**src/rtl/mult_nibble_sequencer_if.sv**
```systemverilog
// Bus interface for mult_nibble_sequencer.
//   start/a_in/b_in : multiply request and operands (from requester)
//   ready/busy/done : handshake and status (from sequencer)
//   a_nib/b_nib     : nibble pair for the current step (to 4x4 partial-product path)
//   state           : 2-bit shift code for the alignment stage
//   pp_in           : aligned partial product returned combinationally
//   product         : final result, held until the next accepted start
interface mult_nibble_sequencer_if #(
  parameter int unsigned OP_W = 8
) ();
  logic                start;
  logic [OP_W-1:0]     a_in;
  logic [OP_W-1:0]     b_in;
  logic                ready;
  logic                busy;
  logic [OP_W/2-1:0]   a_nib;
  logic [OP_W/2-1:0]   b_nib;
  logic [1:0]          state;
  logic [2*OP_W-1:0]   pp_in;
  logic [2*OP_W-1:0]   product;
  logic                done;

  modport slave (
    input  start, a_in, b_in, pp_in,
    output ready, busy, a_nib, b_nib, state, product, done
  );

  modport master (
    output start, a_in, b_in, pp_in,
    input  ready, busy, a_nib, b_nib, state, product, done
  );
endinterface

```
**src/rtl/mult_nibble_sequencer.sv**
```systemverilog
// Control and accumulate front-end of the nibble multiplier.
// Latches two operands, walks a 2-bit shift code 00..11 presenting one nibble pair per
// step, accumulates the aligned partial products returned on pp_in and publishes the
// product with a one-cycle done pulse.
// Ports:
//   clk   : rising-edge clock
//   rst_n : asynchronous active-low reset
//   bus   : mult_nibble_sequencer_if.slave (start/a_in/b_in/pp_in in;
//           ready/busy/a_nib/b_nib/state/product/done out)
// Optional feature macro: MULT_ZERO_SKIP_EN -- a zero operand bypasses RUN and goes
// straight to DONE with a zero product.
module mult_nibble_sequencer #(
  parameter int unsigned OP_W = 8
) (
  input  logic                     clk,
  input  logic                     rst_n,
  mult_nibble_sequencer_if.slave   bus
);

  localparam int unsigned NibW = OP_W / 2;
  localparam int unsigned PW   = 2 * OP_W;

  typedef enum logic [1:0] {StIdle, StRun, StDone} fsm_e;

  fsm_e            fsm_q, fsm_d;
  logic [1:0]      step_q, step_d;
  logic [OP_W-1:0] a_q, a_d;
  logic [OP_W-1:0] b_q, b_d;
  logic [PW-1:0]   acc_q, acc_d;
  logic [PW-1:0]   product_q, product_d;

  always_ff @(posedge clk or negedge rst_n) begin
    if (!rst_n) begin
      fsm_q     <= StIdle;
      step_q    <= 2'b00;
      a_q       <= '0;
      b_q       <= '0;
      acc_q     <= '0;
      product_q <= '0;
    end else begin
      fsm_q     <= fsm_d;
      step_q    <= step_d;
      a_q       <= a_d;
      b_q       <= b_d;
      acc_q     <= acc_d;
      product_q <= product_d;
    end
  end

  always_comb begin
    fsm_d     = fsm_q;
    step_d    = step_q;
    a_d       = a_q;
    b_d       = b_q;
    acc_d     = acc_q;
    product_d = product_q;
    unique case (fsm_q)
      StIdle, StDone: begin
        if (bus.start) begin
          a_d    = bus.a_in;
          b_d    = bus.b_in;
          acc_d  = '0;
          step_d = 2'b00;
          fsm_d  = StRun;
`ifdef MULT_ZERO_SKIP_EN
          if ((bus.a_in == '0) || (bus.b_in == '0)) begin
            // Zeroed operands keep the nibble outputs at 0 while sitting in DONE.
            a_d       = '0;
            b_d       = '0;
            product_d = '0;
            fsm_d     = StDone;
          end
`endif
        end else if (fsm_q == StDone) begin
          fsm_d = StIdle;
        end
      end
      StRun: begin
        acc_d = acc_q + bus.pp_in;
        if (step_q == 2'b11) begin
          // step stays at 11 so DONE keeps presenting the last nibble pair.
          product_d = acc_d;
          fsm_d     = StDone;
        end else begin
          step_d = step_q + 2'd1;
        end
      end
      default: fsm_d = StIdle;
    endcase
  end

  // step bit 0 selects the multiplicand half, bit 1 the multiplier half.
  always_comb begin
    bus.a_nib = '0;
    bus.b_nib = '0;
    bus.state = 2'b00;
    if (fsm_q != StIdle) begin
      bus.a_nib = step_q[0] ? a_q[OP_W-1:NibW] : a_q[NibW-1:0];
      bus.b_nib = step_q[1] ? b_q[OP_W-1:NibW] : b_q[NibW-1:0];
      bus.state = step_q;
    end
  end

  assign bus.ready   = (fsm_q != StRun);
  assign bus.busy    = (fsm_q == StRun);
  assign bus.done    = (fsm_q == StDone);
  assign bus.product = product_q;

endmodule

```
**src/flat_wrapper.sv**
```systemverilog
// flat-port wrapper written by rule: the top's interface ports become plain ports
module mult_nibble_sequencer_flat 
#(
  parameter int unsigned OP_W = 8
)
  (clk, rst_n, bus_start, bus_a_in, bus_b_in, bus_pp_in, bus_ready, bus_busy, bus_a_nib, bus_b_nib, bus_state, bus_product, bus_done);
  mult_nibble_sequencer_if #(.OP_W(OP_W)) bus_i ();
  input  logic clk;
  input  logic rst_n;
  input wire logic [$bits(bus_i.start)-1:0] bus_start;
  input wire logic [$bits(bus_i.a_in)-1:0] bus_a_in;
  input wire logic [$bits(bus_i.b_in)-1:0] bus_b_in;
  input wire logic [$bits(bus_i.pp_in)-1:0] bus_pp_in;
  output wire logic [$bits(bus_i.ready)-1:0] bus_ready;
  output wire logic [$bits(bus_i.busy)-1:0] bus_busy;
  output wire logic [$bits(bus_i.a_nib)-1:0] bus_a_nib;
  output wire logic [$bits(bus_i.b_nib)-1:0] bus_b_nib;
  output wire logic [$bits(bus_i.state)-1:0] bus_state;
  output wire logic [$bits(bus_i.product)-1:0] bus_product;
  output wire logic [$bits(bus_i.done)-1:0] bus_done;
  assign bus_i.start = bus_start;
  assign bus_i.a_in = bus_a_in;
  assign bus_i.b_in = bus_b_in;
  assign bus_i.pp_in = bus_pp_in;
  assign bus_ready = bus_i.ready;
  assign bus_busy = bus_i.busy;
  assign bus_a_nib = bus_i.a_nib;
  assign bus_b_nib = bus_i.b_nib;
  assign bus_state = bus_i.state;
  assign bus_product = bus_i.product;
  assign bus_done = bus_i.done;
  mult_nibble_sequencer #(.OP_W(OP_W)) u_core (.clk(clk), .rst_n(rst_n), .bus(bus_i));
endmodule
```
**config.mk**
```make
export PLATFORM = sky130hd
export DESIGN_NAME = mult_nibble_sequencer_flat
export DESIGN_NICKNAME = d
export VERILOG_FILES = /design/src/rtl/mult_nibble_sequencer_if.sv /design/src/rtl/mult_nibble_sequencer.sv /design/src/flat_wrapper.sv
export SDC_FILE = /design/constraint.sdc
export NUM_CORES = 1
export LEC_CHECK = 0
export CORE_MARGIN = 1.5
export CORE_UTILIZATION = 50
export DETAILED_ROUTE_END_ITERATION = 8
export PLACE_DENSITY = 0.79
export SKIP_CTS_REPAIR_TIMING = 1
export SYNTH_ARGS = -nofsm -noshare
export SYNTH_HDL_FRONTEND = slang
export SYNTH_SLANG_ARGS = --single-unit
```
**constraint.sdc**
```tcl
create_clock -name clk -period 3.16 [get_ports clk]
set_clock_uncertainty 0.15 [all_clocks]
set_input_delay 0.632 -clock clk [delete_from_list [all_inputs] [get_ports clk]]
set_output_delay 0.632 -clock clk [all_outputs]
set_load 0.03 [all_outputs]
```
==> out/results.ini, run 1 <==
[flow_run]
cap_violations=0

[clocking]
cts_buffer_depth=2
cts_buffers=5
cts.sinks=52
cts_tree=built
clk_pin_slew_ns=0.09
root_buffer=clkbuf_8
clock_latency_ns=0.30
h-tree-depth=2

[critical_path]
start_kind=input port
path_class=in2reg
cp_data_required_time_ns=3.20
crit_path_top_delay_cell=clkdlybuf4s50_1
crit_path_max_incr_delay_ns=0.46
cpMostUsedCell=o21ai_1
path_cells=clkdlybuf4s50_1 -> ha_1 -> inv_1 -> fa_1 -> nand2b_1 -> a21oi_1 -> o21ai_1 -> a21boi_1 -> o21ai_1 -> mux2i_1 -> nand2_1
crit_path_max_fanout=3
crit_family=compound AO/OA/AOI/OAI gates
path_buf_inv=2
critPathCaptureType=register
arrival_ns=2.90

[yosys]
yosysMostFrequentCell=nand2_1
synth_top_area_share_pct=45.5
async_flop_share_pct=100
netlist_top_cells_area=dfrtp_1, nand2_1, ha_1, mux2i_1, o21ai_1
synth_area_per_cell_sq_um=9.06
ys_warn_count=0
synth_flop_cell=dfrtp_1
ys_seq_area_share_pct=45.5
synth_common_cells=nand2_1, dfrtp_1, o21ai_1, ha_1, nor2_1
synth_cells=316
synthDistinctLibCells=44
synth_area_sq_mm=0.00286
synth_edf_count=0
yosysTopAreaCell=dfrtp_1
ys_seq_elements=52
syn_nets=368

[timing]
finalCritPeriodShare_pct=90.6
layout_setup_ws_ns=0.296
max_freq_ghz=0.349
tightest_slew_ns=1.20
final-setup-viol-count=0
drv_slew=0
grt_setup_unrepaired=no
slew_headroom_pct=19.6
hold_viol_final=0
min_period_ns=2.86

[final_layout]
area_delta_synth_final_pct=29.5
utilization_pct=67.3
nNetsFinal=434
regArea_sq_mm=0.00130
fillerInstances=460
diodes=0
fin_area_sq_mm=0.00371
finalNonFillerCells=455
multiInputGateArea_sq_mm=0.00148
layout-drive-gt1-share_pct=7.31

[place]
dpl_cell_area_sq_mm=0.00360
dp_hpwl_mm=4.42
port_buffers=63
gp_routability_congestion=0.821
dp.cells=447
dp_slack_ns=-0.0165

[global_route]
grt_max_degree=53
grt-ovfl-total=0
first_global_vias=2391
grt_pass1_wl_mm=10.6
antenna_found_initial=0
grt_use_total_pct=21.8

[floorplanning]
die_w_microns=78.7
die_h_microns=78.7
initial_core_util_pct=52.0
fp.dieArea_sq_mm=0.00619
core-area_sq_mm=0.00551
pin_count=64
std_cell_rows=27

[route]
drtIter0Drc=151
finalWirelength_mm=6.17
drtPass1Iterations=4
ant_nets=0
route.detailed.drc=0
vias=2378
wire_per_inst_microns=13.6
via_per_inst=5.23

[min_path]
min_path_type=in2async

[power]
p_switching_uw=1940
p_leak_uw=0.00175
vdd_drop_max_mv=0.603
power.density_mw_per_mm2=1150
power_frac_clock_pct=10.6
pwr-share-seq_pct=28.6
comb_power_share_pct=60.8
intPower_uw=2310
swShare_pct=45.6

[run_status]
status=completed

worst register-to-register path, cell delays in order, from the launching register on:
cell and delay [ns]:
dfrtp_1 0.39, ha_1 0.19, inv_1 0.06, fa_1 0.40
nand2b_1 0.18, a21oi_1 0.20, o21ai_1 0.12, a21boi_1 0.16
o21ai_1 0.24, mux2i_1 0.22, nand2_1 0.08
per-layer routing:
layer  GRT usage [%]  up-vias  share of wire [%]
li1                -     1206                  -
met1            26.8     1099                 45
met2            38.4       68                 48
met3            5.35        5                6.0
met4            4.82        0               0.75
met5               0        -                  0
metrics by stage:
stage,total power (uW),setup TNS (ns),hold slack [ns]
floorplan,2970,0,0.186
finish,4250,0,0.278
global placement,3740,0,0.307
detailed placement,3800,-0.0165,0.313
global route,4600,0,0.339
CTS,4280,0,0.298
cells by family (layout without fill, tap and decap cells):
group	Yosys count	in the layout	share of synthesized area, %
flip-flops	52	52	45.5
multiplexers	12	12	4.24
AO/OA/AOI/OAI	66	66	15.7
buffers and inverters	22	89	2.88
adder cells (fa/ha/maj)	17	17	7.69
XOR/XNOR	11	11	3.85
AND/OR/NAND/NOR	136	136	20.2
cells in the final DEF, fill, tap and decap left out, types with 2 or more instances in the layout:
cell type / count
a31oi_1: 2
o21ai_1: 22
dfrtp_1: 52
nand3_1: 4
nor2_1: 14
inv_1: 7
clkbuf_8: 5
nand2b_1: 5
clkdlybuf4s50_1: 62
a31oi_4: 2
buf_4: 10
a211o_1: 2
nand4_1: 2
a21oi_1: 11
xor2_1: 8
nor2b_1: 6
xnor2_1: 2
and3_1: 3
nor3_1: 2
a221oi_1: 2
o21ai_0: 11
ha_1: 16
a21o_1: 2
nand2_1: 94
mux2i_1: 11
a21oi_2: 3
power groups by stage:
stage               combinational, uW  sequential, uW  clock (uW)
finish                           2580            1210         452
global route                     2850            1260         492
CTS                              2590            1210         468
detailed placement               2570            1230           0
global placement                 2530            1210           0
floorplan                        1610            1360           0
worst paths after layout:
path                       slack (ns)  cells after the start            start               endpoint
setup / recovery                 0.30                     11     bus_pp_in[0]       u_core.acc_q[12]
hold / removal                   0.28                      2            rst_n  u_core.bus.product[4]
setup reg to reg                 0.68                     10  u_core.acc_q[0]       u_core.acc_q[12]
hold reg to reg                  0.33                      2    u_core.b_q[7]          u_core.b_q[7]
max in group asynchronous        2.15                      2            rst_n        u_core.acc_q[2]
min in group clk                 0.33                      2    u_core.b_q[7]          u_core.b_q[7]
sequential cells by signal (all words and copies together), names as in the netlist:
register and flops:
u_core.step_q 2, u_core.fsm_q 2, u_core.a_q 8, u_core.b_q 8
u_core.bus.product 16, u_core.acc_q 16
final cells by class:
cell class | count | share of cell area [%]
Multi-Input combinational cell | 242 | 39.9
Sequential cell | 52 | 35.1
Timing Repair Buffer | 73 | 18.9
Tap cell | 72 | 2.43
Clock buffer | 6 | 1.96
Clock inverter | 2 | 0.945
Inverter | 8 | 0.810
Note: power is estimated with default switching activity, not from simulation.
==> run 2, diff against run 1 <==
--- a/config.mk
+++ b/config.mk
@@ -5,10 +5,13 @@
 export SDC_FILE = /design/constraint.sdc
 export NUM_CORES = 1
 export LEC_CHECK = 0
+export CELL_PAD_IN_SITES_DETAIL_PLACEMENT = 1
+export CELL_PAD_IN_SITES_GLOBAL_PLACEMENT = 1
 export CORE_MARGIN = 1.5
-export CORE_UTILIZATION = 50
+export CORE_UTILIZATION = 38
 export DETAILED_ROUTE_END_ITERATION = 8
-export PLACE_DENSITY = 0.79
+export PLACE_DENSITY_LB_ADDON = 0.1
+export SETUP_SLACK_MARGIN = 0.02
 export SKIP_CTS_REPAIR_TIMING = 1
 export SYNTH_ARGS = -nofsm -noshare
 export SYNTH_HDL_FRONTEND = slang
==> run 2 against run 1 <==
  * Core utilization down 16 points
  * Hold slack lost 0.11 ns
  * Register-to-register slack got worse by 0.06 ns
  * Worst setup slack worse by 0.013 ns
  * First-iteration DRC count down 68%
  * Via count rose by 1.3%
  * Fmax is 0.46% lower
  * Die area is 30% higher
  * Clock power fell by 18%
  * Sequential power barely moved
  * Largest cell class unchanged
==> out/results.ini, run 2 (synthesis gave the netlist of run 1 again) <==
[run_status]
status=completed  ; unchanged

[min_path]
min_path_type=in2async  ; unchanged

[critical_path]
cpMostUsedCell=a31oi_4  ; was o21ai_1
crit_path_max_incr_delay_ns=0.49  ; was 0.46 ns
arrival_ns=2.92  ; was 2.90 ns
crit_path_max_fanout=3  ; unchanged
path_class=in2reg  ; unchanged
crit_path_top_delay_cell=o41ai_4  ; was clkdlybuf4s50_1
critPathCaptureType=register  ; unchanged
cp_data_required_time_ns=3.21  ; was 3.20 ns
start_kind=input port  ; unchanged
path_cells=clkdlybuf4s50_1 -> ha_1 -> a21oi_1 -> nor2b_1 -> a31oi_4 -> o41ai_4 -> a31oi_4 -> xnor3_1 -> mux2_2  ; was clkdlybuf4s50_1 -> ha_1 -> inv_1 -> fa_1 -> nand2b_1 -> a21oi_1 -> o21ai_1 -> a21boi_1 -> o21ai_1 -> mux2i_1 -> nand2_1

[floorplanning]
std_cell_rows=31  ; was 27
initial_core_util_pct=39.5  ; was 52.0%
die_w_microns=89.8  ; was 78.7 microns
core-area_sq_mm=0.00725  ; was 0.00551 sq mm
die_h_microns=89.8  ; was 78.7 microns
pin_count=64  ; unchanged
fp.dieArea_sq_mm=0.00806  ; was 0.00619 sq mm

[timing]
final-setup-viol-count=0  ; unchanged
finalCritPeriodShare_pct=91.0  ; was 90.6%
drv_slew=0  ; unchanged
min_period_ns=2.88  ; was 2.86 ns
grt_setup_unrepaired=no  ; unchanged
hold_viol_final=0  ; unchanged
tightest_slew_ns=0.652  ; was 1.20 ns
max_freq_ghz=0.348  ; was 0.349 GHz
slew_headroom_pct=56.4  ; was 19.6%

[clocking]
cts_tree=built  ; unchanged
clk_pin_slew_ns=0.09  ; about the same
cts.sinks=52  ; unchanged
cts_buffers=5  ; unchanged
root_buffer=clkbuf_8  ; unchanged
cts_buffer_depth=2  ; unchanged
h-tree-depth=2  ; unchanged
clock_latency_ns=0.30  ; about the same

[place]
gp_routability_congestion=0.841  ; was 0.821
port_buffers=63  ; unchanged
dp.cells=476  ; was 447
dp_hpwl_mm=5.54  ; was 4.42 mm

[flow_run]
cap_violations=0  ; unchanged

[final_layout]
area_delta_synth_final_pct=30.3  ; was 29.5%
fillerInstances=847  ; was 460
layout-drive-gt1-share_pct=7.81  ; was 7.31%
diodes=0  ; unchanged
finalNonFillerCells=483  ; was 455
nNetsFinal=436  ; was 434
final_common_cell=nand2_1  ; unchanged
final_cell_mix=nand2_1, clkdlybuf4s50_1, dfrtp_1  ; unchanged

[power]
power.density_mw_per_mm2=1130  ; was 1150 mW/mm^2
total_power_uw=4230  ; was 4250 uW
p_leak_uw=0.00175  ; about the same
vdd_drop_max_mv=0.593  ; was 0.603 mV

[global_route]
grt-ovfl-total=0  ; unchanged
grt_pass1_wl_mm=12.7  ; was 10.6 mm
antenna_found_initial=0  ; unchanged
first_global_vias=2632  ; was 2,391
grt_max_degree=30  ; was 53
grt_use_total_pct=19.1  ; was 21.8%

[route]
via_per_inst=4.99  ; was 5.23
finalWirelength_mm=7.21  ; was 6.17 mm
drtIter0Drc=49  ; was 151
vias=2409  ; was 2,378
wire_per_inst_microns=14.9  ; was 13.6 microns
drtPass1Iterations=6  ; was 4
ant_nets=0  ; unchanged
route.detailed.drc=0  ; unchanged

[run 2: per-stage QoR]
stage	util (%)	hold WS, ns	cell area (sq um)	TNS [ns]	setup slack, ns
2_1_floorplan	-	0.186	2860	0	0.611
3_3_place_gp	50.3	0.309	3650	0	0.0446
3_5_place_dp	50.3	0.316	3650	-0.0600	-0.0387
4_1_cts	51.4	0.173	3730	0	0.260
5_1_grt	51.4	0.186	3730	0	0.107
6_report	51.4	0.164	3730	0	0.283
[run 2: routing by layer]
| metal | share of wire, % | vias up | track usage, % | routed length (microns) |
|---|---|---|---|---|
| li1 | - | 1200 | - | - |
| met4 | 0.44 | 0 | 5.56 | 32 |
| met5 | 0 | - | 0 | 0 |
| met2 | 52 | 50 | 33.8 | 3740 |
| met3 | 3.3 | 4 | 2.79 | 241 |
| met1 | 44 | 1155 | 24.1 | 3190 |
[run 2: path summary, 6_finish.rpt]
| path | startpoint | to | slack, ns | cells after the start |
|---|---|---|---|---|
| setup / recovery | bus_pp_in[1] | u_core.bus.product[15] | 0.28 | 9 |
| hold / removal | rst_n | u_core.acc_q[5] | 0.16 | 2 |
| setup reg to reg | u_core.acc_q[1] | u_core.bus.product[15] | 0.62 | 8 |
| hold reg to reg | u_core.a_q[1] | u_core.a_q[1] | 0.34 | 2 |
| max in group asynchronous | rst_n | u_core.acc_q[3] | 2.38 | 2 |
| min in group clk | u_core.a_q[1] | u_core.a_q[1] | 0.34 | 2 |
[run 2: where the power goes]
group	switching, uW	total, uW	internal, uW
Combinational	1560	2640	1080
Sequential	217	1220	1000
Clock	220	370	151
[run 2: layout make-up]
cell class / instances / area [sq um] / area share, %
timing repair buffer: 75 / 716 / 19.2
inverter: 8 / 30.0 / 0.805
clock buffer: 5 / 68.8 / 1.84
clock inverter: 2 / 12.5 / 0.335
sequential: 52 / 1300 / 34.9
multi-input combinational: 242 / 1480 / 39.6
tap: 99 / 124 / 3.32
[run 2: worst max-delay path, delay by kind of cell]
kind | cells | cell delay [ns]
buffers and inverters | 1 | 0.42
AND/OR/NAND/NOR | 1 | 0.26
XOR/XNOR | 1 | 0.19
adder cells (fa/ha/maj) | 1 | 0.28
multiplexers | 1 | 0.26
AO/OA/AOI/OAI | 4 | 0.86
==> run 3, diff against run 2 <==
--- a/config.mk
+++ b/config.mk
@@ -5,10 +5,12 @@
 export SDC_FILE = /design/constraint.sdc
 export NUM_CORES = 1
 export LEC_CHECK = 0
+export ABC_AREA = 1
 export CELL_PAD_IN_SITES_DETAIL_PLACEMENT = 1
 export CELL_PAD_IN_SITES_GLOBAL_PLACEMENT = 1
+export CORE_ASPECT_RATIO = 1.4
 export CORE_MARGIN = 1.5
-export CORE_UTILIZATION = 38
+export CORE_UTILIZATION = 36
 export DETAILED_ROUTE_END_ITERATION = 8
 export PLACE_DENSITY_LB_ADDON = 0.1
 export SETUP_SLACK_MARGIN = 0.02
==> run 3 against run 2 <==
  * Power up 9.2%
  * Sequential power about the same
  * Register-to-register slack gained 0.57 ns
  * Non-clock buffer count shrank 8
  * Global-route usage rose by 1.6 points
  * Core utilization down 2.5 points
  * Combinational power hardly changed
  * Hold slack improved by 0.045 ns
  * First-iteration DRC count up 55%
  * Critical path type is now reg2out
==> out/results.ini, run 3 <==
[run_status]
status=completed  ; unchanged

[route]
drtIter0Drc=76  ; was 49
finalWirelength_mm=8.39  ; was 7.21 mm
ant_nets=0  ; unchanged
vias=2818  ; was 2,409
via_per_inst=4.79  ; was 4.99
wire_per_inst_microns=14.3  ; was 14.9 microns
drtPass1Iterations=4  ; was 6
route.detailed.drc=0  ; unchanged

[global_route]
grt-ovfl-total=0  ; unchanged
grt_max_degree=29  ; was 30
grt_use_total_pct=20.7  ; was 19.1%
gr-usage-met2_pct=37.7  ; was 33.8%
grt_use_met1_pct=24.3  ; was 24.1%
antenna_found_initial=0  ; unchanged
first_global_vias=3048  ; was 2,632
use_met3_pct=3.70  ; was 2.79%
grt.busiest_layer=met2  ; unchanged
grt_pass1_wl_mm=14.3  ; was 12.7 mm

[power]
p_leak_uw=0.00209  ; was 0.00175 uW
total_power_uw=4620  ; was 4230 uW
vdd_drop_max_mv=0.483  ; was 0.593 mV
power.density_mw_per_mm2=1170  ; was 1130 mW/mm^2

[timing]
fin_setup_tns_ns=0  ; unchanged
slew_headroom_pct=55.8  ; was 56.4%
drv_slew=0  ; unchanged
final-setup-viol-count=0  ; unchanged
tightest_slew_ns=0.663  ; was 0.652 ns
max_freq_ghz=0.376  ; was 0.348 GHz
hold_viol_final=0  ; unchanged
min_period_ns=2.66  ; was 2.88 ns
whs_ns=0.208  ; was 0.164 ns
finalCritPeriodShare_pct=84.2  ; was 91.0%
grt_setup_unrepaired=no  ; unchanged

[yosys]
synth_area_per_cell_sq_um=7.15  ; was 9.06 sq um
ys_seq_area_share_pct=43.5  ; was 45.5%
muxShareOfSynthArea_pct=0  ; was 4.24%
synth_edf_count=0  ; unchanged
yosysTopAreaCell=dfrtp_1  ; unchanged
ys_seq_elements=52  ; unchanged
synth-simple-area-share_pct=35.6  ; was 20.2%
synth-compound-area-share_pct=4.90  ; was 15.7%
yosysMostFrequentCell=nand2_1  ; unchanged
ys_warn_count=0  ; unchanged
synth_top_family_by_area=simple AND/OR/NAND/NOR gates  ; unchanged
synth_area_sq_mm=0.00299  ; was 0.00286 sq mm
synthDistinctLibCells=26  ; was 44
syn_nets=470  ; was 368
synth-xor-area-share_pct=1.17  ; was 3.85%
synth_common_cells=nand2_1, dfrtp_1, inv_1, nand3_1  ; was nand2_1, dfrtp_1, o21ai_1, ha_1, nor2_1
netlist_top_cells_area=dfrtp_1, nand2_1, ha_1, inv_1, nand3_1  ; was dfrtp_1, nand2_1, ha_1, mux2i_1, o21ai_1
yosys.area_share.adder_pct=7.36  ; was 7.69%
async_flop_share_pct=100  ; unchanged
synth_flop_cell=dfrtp_1  ; unchanged
synth_top_area_share_pct=43.5  ; was 45.5%
synth_cells=418  ; was 316

[clocking]
cts.sinks=52  ; unchanged
h-tree-depth=2  ; unchanged
root_buffer=clkbuf_16  ; was clkbuf_8
clk_pin_slew_ns=0.07  ; was 0.09 ns
cts_tree=built  ; unchanged
cts_buffer_depth=2  ; unchanged
clock_latency_ns=0.30  ; about the same
cts_buffers=5  ; unchanged

[final_layout]
fin_area_sq_mm=0.00396  ; was 0.00373 sq mm
area_delta_synth_final_pct=32.5  ; was 30.3%
diodes=0  ; unchanged
nNetsFinal=537  ; was 436
final_cell_mix=nand2_1, clkdlybuf4s50_1, dfrtp_1  ; unchanged
layout-drive-gt1-share_pct=4.73  ; was 7.81%
final_common_cell=nand2_1  ; unchanged

[min_path]
min_path_type=in2async  ; unchanged

[place]
port_buffers=63  ; unchanged
dp_hpwl_mm=6.31  ; was 5.54 mm
dpl_cell_area_sq_mm=0.00375  ; was 0.00365 sq mm
gp_routability_congestion=0.791  ; was 0.841

[floorplanning]
fp.dieArea_sq_mm=0.00887  ; was 0.00806 sq mm
std_cell_rows=39  ; was 31
die_h_microns=111  ; was 89.8 microns
core-area_sq_mm=0.00810  ; was 0.00725 sq mm
die_w_microns=80.0  ; was 89.8 microns
initial_core_util_pct=36.9  ; was 39.5%
pin_count=64  ; unchanged

[critical_path]
path_class=reg2out  ; was in2reg
arrival_ns=1.88  ; was 2.92 ns
crit_path_max_incr_delay_ns=0.69  ; was 0.49 ns
critPathLaunch=u_core.step_q[0]  ; was bus_pp_in[1]
crit_path_max_fanout=7  ; was 3
cp_data_required_time_ns=2.38  ; was 3.21 ns
crit_path_top_delay_cell=clkdlybuf4s50_1  ; was o41ai_4
critPathCaptureType=output port  ; was register
reg2reg_from=u_core.acc_q[0]  ; was u_core.acc_q[1]
r2r_cells=10  ; was 8
start_kind=register  ; was input port
path_cells=inv_1 -> nand2_1 -> a21oi_1 -> clkdlybuf4s50_1  ; was clkdlybuf4s50_1 -> ha_1 -> a21oi_1 -> nor2b_1 -> a31oi_4 -> o41ai_4 -> a31oi_4 -> xnor3_1 -> mux2_2

[flow_run]
cap_violations=0  ; unchanged

## run 3: cell count changes after synthesis, moves of 4 or more
cell	delta
nand2_1	+103
clkbuf_1	-11
o21ai_1	-17
nand3_1	+28
o21ai_0	-4
xor2_1	-6
a21oi_1	+5
mux2i_1	-11
nor2b_1	-6
inv_1	+38
nand2b_1	-5
## run 3: routing by layer
| layer | wire length (microns) | up-vias |
|---|---|---|
| li1 | - | 1427 |
| met1 | 3440 | 1342 |
| met2 | 4530 | 44 |
| met3 | 324 | 5 |
| met4 | 93 | 0 |
| met5 | 0 | - |
## run 3: worst max-delay path: cells and delay by family (launching register included)
family / cells / cell delay [ns]
compound gates: 1 / 0.15
buf+inv: 2 / 0.90
flops: 1 / 0.45
simple gates: 1 / 0.08
## run 3: final cells by class
class	instances	area, sq um
timing repair buffer	67	668
clock buffer	5	125
clock inverter	3	90.1
multi-input combinational	310	1470
inverter	49	184
sequential	52	1300
tap	102	128
fill	1042	4140
## run 3: path summary, 6_finish.rpt
check	endpoint	slack [ns]
hold / removal	u_core.bus.product[6]	0.21
setup / recovery	bus_a_nib[3]	0.50
max in group asynchronous	u_core.a_q[6]	2.06
setup reg to reg	u_core.bus.product[8]	1.19
min in group clk	u_core.b_q[2]	0.33
hold reg to reg	u_core.b_q[2]	0.33
## run 3: power breakdown
part           leakage (uW)  switching (uW)  internal (uW)
logic               0.00135            1640            970
registers          0.000637             208           1000
clock network      0.000104             258            534
total               0.00209            2110           2510
## run 3: cells by family (layout without fill, tap and decap cells)
group / Yosys count / after routing
flops: 52 / 52
simple gates: 260 / 260
fa+ha+maj: 17 / 17
compound gates: 29 / 29
xor+xnor: 4 / 4
buf+inv: 56 / 124
## run 3: metrics by stage
step / std cells / utilization [%] / worst slack, ns
after global routing: 588 / 48.9 / 0.383
after CTS: 588 / 48.9 / 0.491
after detailed placement: 580 / 46.2 / 0.432
final: 588 / 48.9 / 0.500
after floorplan: 418 / - / 1.04
after global placement: 580 / 46.2 / 0.472
==> edit: new RTL, flow settings as in run 1 <==
`OP_W` is set to 8 in 3 places; all go to 10.
--- a/src/rtl/mult_nibble_sequencer_if.sv
+++ b/src/rtl/mult_nibble_sequencer_if.sv
@@ -6,7 +6,7 @@
 //   pp_in           : aligned partial product returned combinationally
 //   product         : final result, held until the next accepted start
 interface mult_nibble_sequencer_if #(
-  parameter int unsigned OP_W = 8
+  parameter int unsigned OP_W = 10
 ) ();
   logic                start;
   logic [OP_W-1:0]     a_in;
--- a/src/rtl/mult_nibble_sequencer.sv
+++ b/src/rtl/mult_nibble_sequencer.sv
@@ -10,7 +10,7 @@
 // Optional feature macro: MULT_ZERO_SKIP_EN -- a zero operand bypasses RUN and goes
 // straight to DONE with a zero product.
 module mult_nibble_sequencer #(
-  parameter int unsigned OP_W = 8
+  parameter int unsigned OP_W = 10
 ) (
   input  logic                     clk,
   input  logic                     rst_n,
--- a/src/flat_wrapper.sv
+++ b/src/flat_wrapper.sv
@@ -1,7 +1,7 @@
 // flat-port wrapper written by rule: the top's interface ports become plain ports
 module mult_nibble_sequencer_flat 
 #(
-  parameter int unsigned OP_W = 8
+  parameter int unsigned OP_W = 10
 )
   (clk, rst_n, bus_start, bus_a_in, bus_b_in, bus_pp_in, bus_ready, bus_busy, bus_a_nib, bus_b_nib, bus_state, bus_product, bus_done);
   mult_nibble_sequencer_if #(.OP_W(OP_W)) bus_i ();
Interface: changed (6 resized); port bits go from 64 to 78. No check against the original RTL was run, so the function may have changed too.
==> edit against run 1 <==
Count of clock-buffer cells in the layout increased by 5. Die area increased by 25%. Total power increased by 29%. Design area increased by 26%. Routed wire length increased by 45%. Synthesized area increased by 26%. Register-to-register slack got worse by 50 ps. Final cell count increased by 26%. Setup slack got worse by 44 ps. Sequential share of layout area decreased by 0.83 points. Sequential power increased by 26%. Critical path depth unchanged. Global-route usage increased by 3.5 points. Sequential cell count increased by 12. Critical endpoint is now u_core.bus.product[18]. Largest power group unchanged.
==> edit: results (changes against run 1) <==
- The flow ran to the end, and the final reports show no timing, DRC or antenna violations.
- Adder and majority cell fraction of the synthesized area: 7.51% (-0.18 points)
- Crit path DAT: 2970 ps (+70 ps)
- The detailed placer's ending HPWL is 6690 um (+51%).
- The slowest stage of the critical path belongs to the cell sky130_fd_sc_hd__clkdlybuf4s50_1.
* Drt wl/cell: 15.6 um (+15%)
- The number of iterations in the first detailed-routing pass came to 4 (unchanged).
* Cell leakage power: 2.15 nW (+22%)
- CP peak stage delay: 460 ps (about the same)
* XOR/XNOR Fraction of Synth Area: 4.10% (+0.26 points)
- Measured slew at the worst slew-check pin: 448 ps (-753 ps)
- The all-layer global routing usage came to 25.2% (+3.5 points).
* Register area share after synthesis: 44.5% (-0.95 points)
- PortBufs: 77 (+22%)
* Warnings, synthesis: 0 (unchanged)
* Vias in the first global route: 3135 (+31%)
- The root buffer cell chosen for the clock tree is sky130_fd_sc_hd__clkbuf_8.
- The routability congestion estimate was 0.982 (+20%).
* First-pass GRT wire length: 14800 um (+39%)
* Final layout net count: 537 (+24%)
- DR vias/cell: 5.38 (+2.9%)
- Net count of the mapped netlist: 454 (+23%)
* Clock slew seen by the registers of the worst setup and hold paths: 70 ps (-20 ps)
- Max VDD drop: 0.592 mV (-1.9%)
* Buffer levels on the longest clock path: 2 (unchanged)
- Count of different cell masters after synthesis: 51 (+16%)
* DP Area: 4500 um^2 (+25%)
- The post-synthesis compound-gate area fraction was 16.3% (+0.62 points).
* Total CTS buffers: 9 (+4)
- Number of H-tree levels: 3 (+1)
- Asr flop ratio synth: 100% (unchanged)
- Among all flip-flop cells after synthesis, the most frequent one is sky130_fd_sc_hd__dfrtp_1.
* Most area-consuming cells after synthesis: sky130_fd_sc_hd__dfrtp_1 45%, sky130_fd_sc_hd__nand2_1 11%, sky130_fd_sc_hd__ha_1 7.0%
- The clock network latency to the later pin of the worst-skew pair came to 340 ps (+40 ps).
- The maximum number of pins on one net before global-route repair is 26 (-51%).
- The number of antenna violations at the first check in global routing is 0 (unchanged).
- The multiplexer share of the synthesized area is 5.22% (+0.98 points).
- Cell family with the largest share of critical-path delay: compound AO/OA/AOI/OAI gates
- The fraction of final layout cells with drive strength greater than 1 is 10.7% (+3.4 points).
- Detailed Route Iter0 Violations: 221 (+46%)
* Commonest cells in the synthesized netlist: 103 x sky130_fd_sc_hd__nand2_1, 64 x sky130_fd_sc_hd__dfrtp_1, 23 x sky130_fd_sc_hd__nor2_1
## edit: logic make-up (layout without fill, tap and decap cells)
kind of cell / Yosys count / count (layout)
compound gates: 85 / 85
simple gates: 156 / 156
buf+inv: 30 / 118
mux: 18 / 18
fa+ha+maj: 21 / 21
flops: 64 / 64
xor+xnor: 16 / 16
## edit: layout make-up
class / count / area (um^2)
Tap cell: 96 / 120
Clock buffer: 11 / 141
Inverter: 12 / 45.0
Multi-Input combinational cell: 296 / 1870
Timing Repair Buffer: 90 / 863
Clock inverter: 5 / 32.5
Sequential cell: 64 / 1600
Fill cell: 550 / 2190
## edit: worst paths after layout
path / from / endpoint / slack, ps / depth (start not counted)
max in group asynchronous: rst_n / u_core.acc_q[14] / 2120 / 2
hold reg to reg: u_core.b_q[8] / u_core.b_q[8] / 330 / 2
hold / removal: rst_n / u_core.acc_q[17] / 70 / 1
setup / recovery: bus_pp_in[0] / u_core.bus.product[18] / 250 / 11
min in group clk: u_core.b_q[8] / u_core.b_q[8] / 330 / 2
setup reg to reg: u_core.acc_q[0] / u_core.bus.product[18] / 630 / 10
## edit: routing by layer
metal	vias up	GRT usage, %	routed length (um)
li1	1499	-	-
met1	1495	33.7	3870
met2	81	40.6	4450
met3	12	4.90	462
met4	0	9.96	154
met5	-	0	0
## edit: power by group
group | switching, mW | internal (mW) | total (mW)
sequential | 0.282 | 1.24 | 1.52
combinational | 1.94 | 1.40 | 3.35
clock | 0.330 | 0.303 | 0.633
## edit: stage by stage
stage,setup TNS (ps),std cells,power (mW),worst slack (ps)
after floorplan,0,390,3.76,535
after global placement,0,558,4.74,16.5
after detailed placement,-212,558,4.87,-71.8
after CTS,0,574,5.52,288
after global routing,0,574,5.92,187
final,0,574,5.50,253
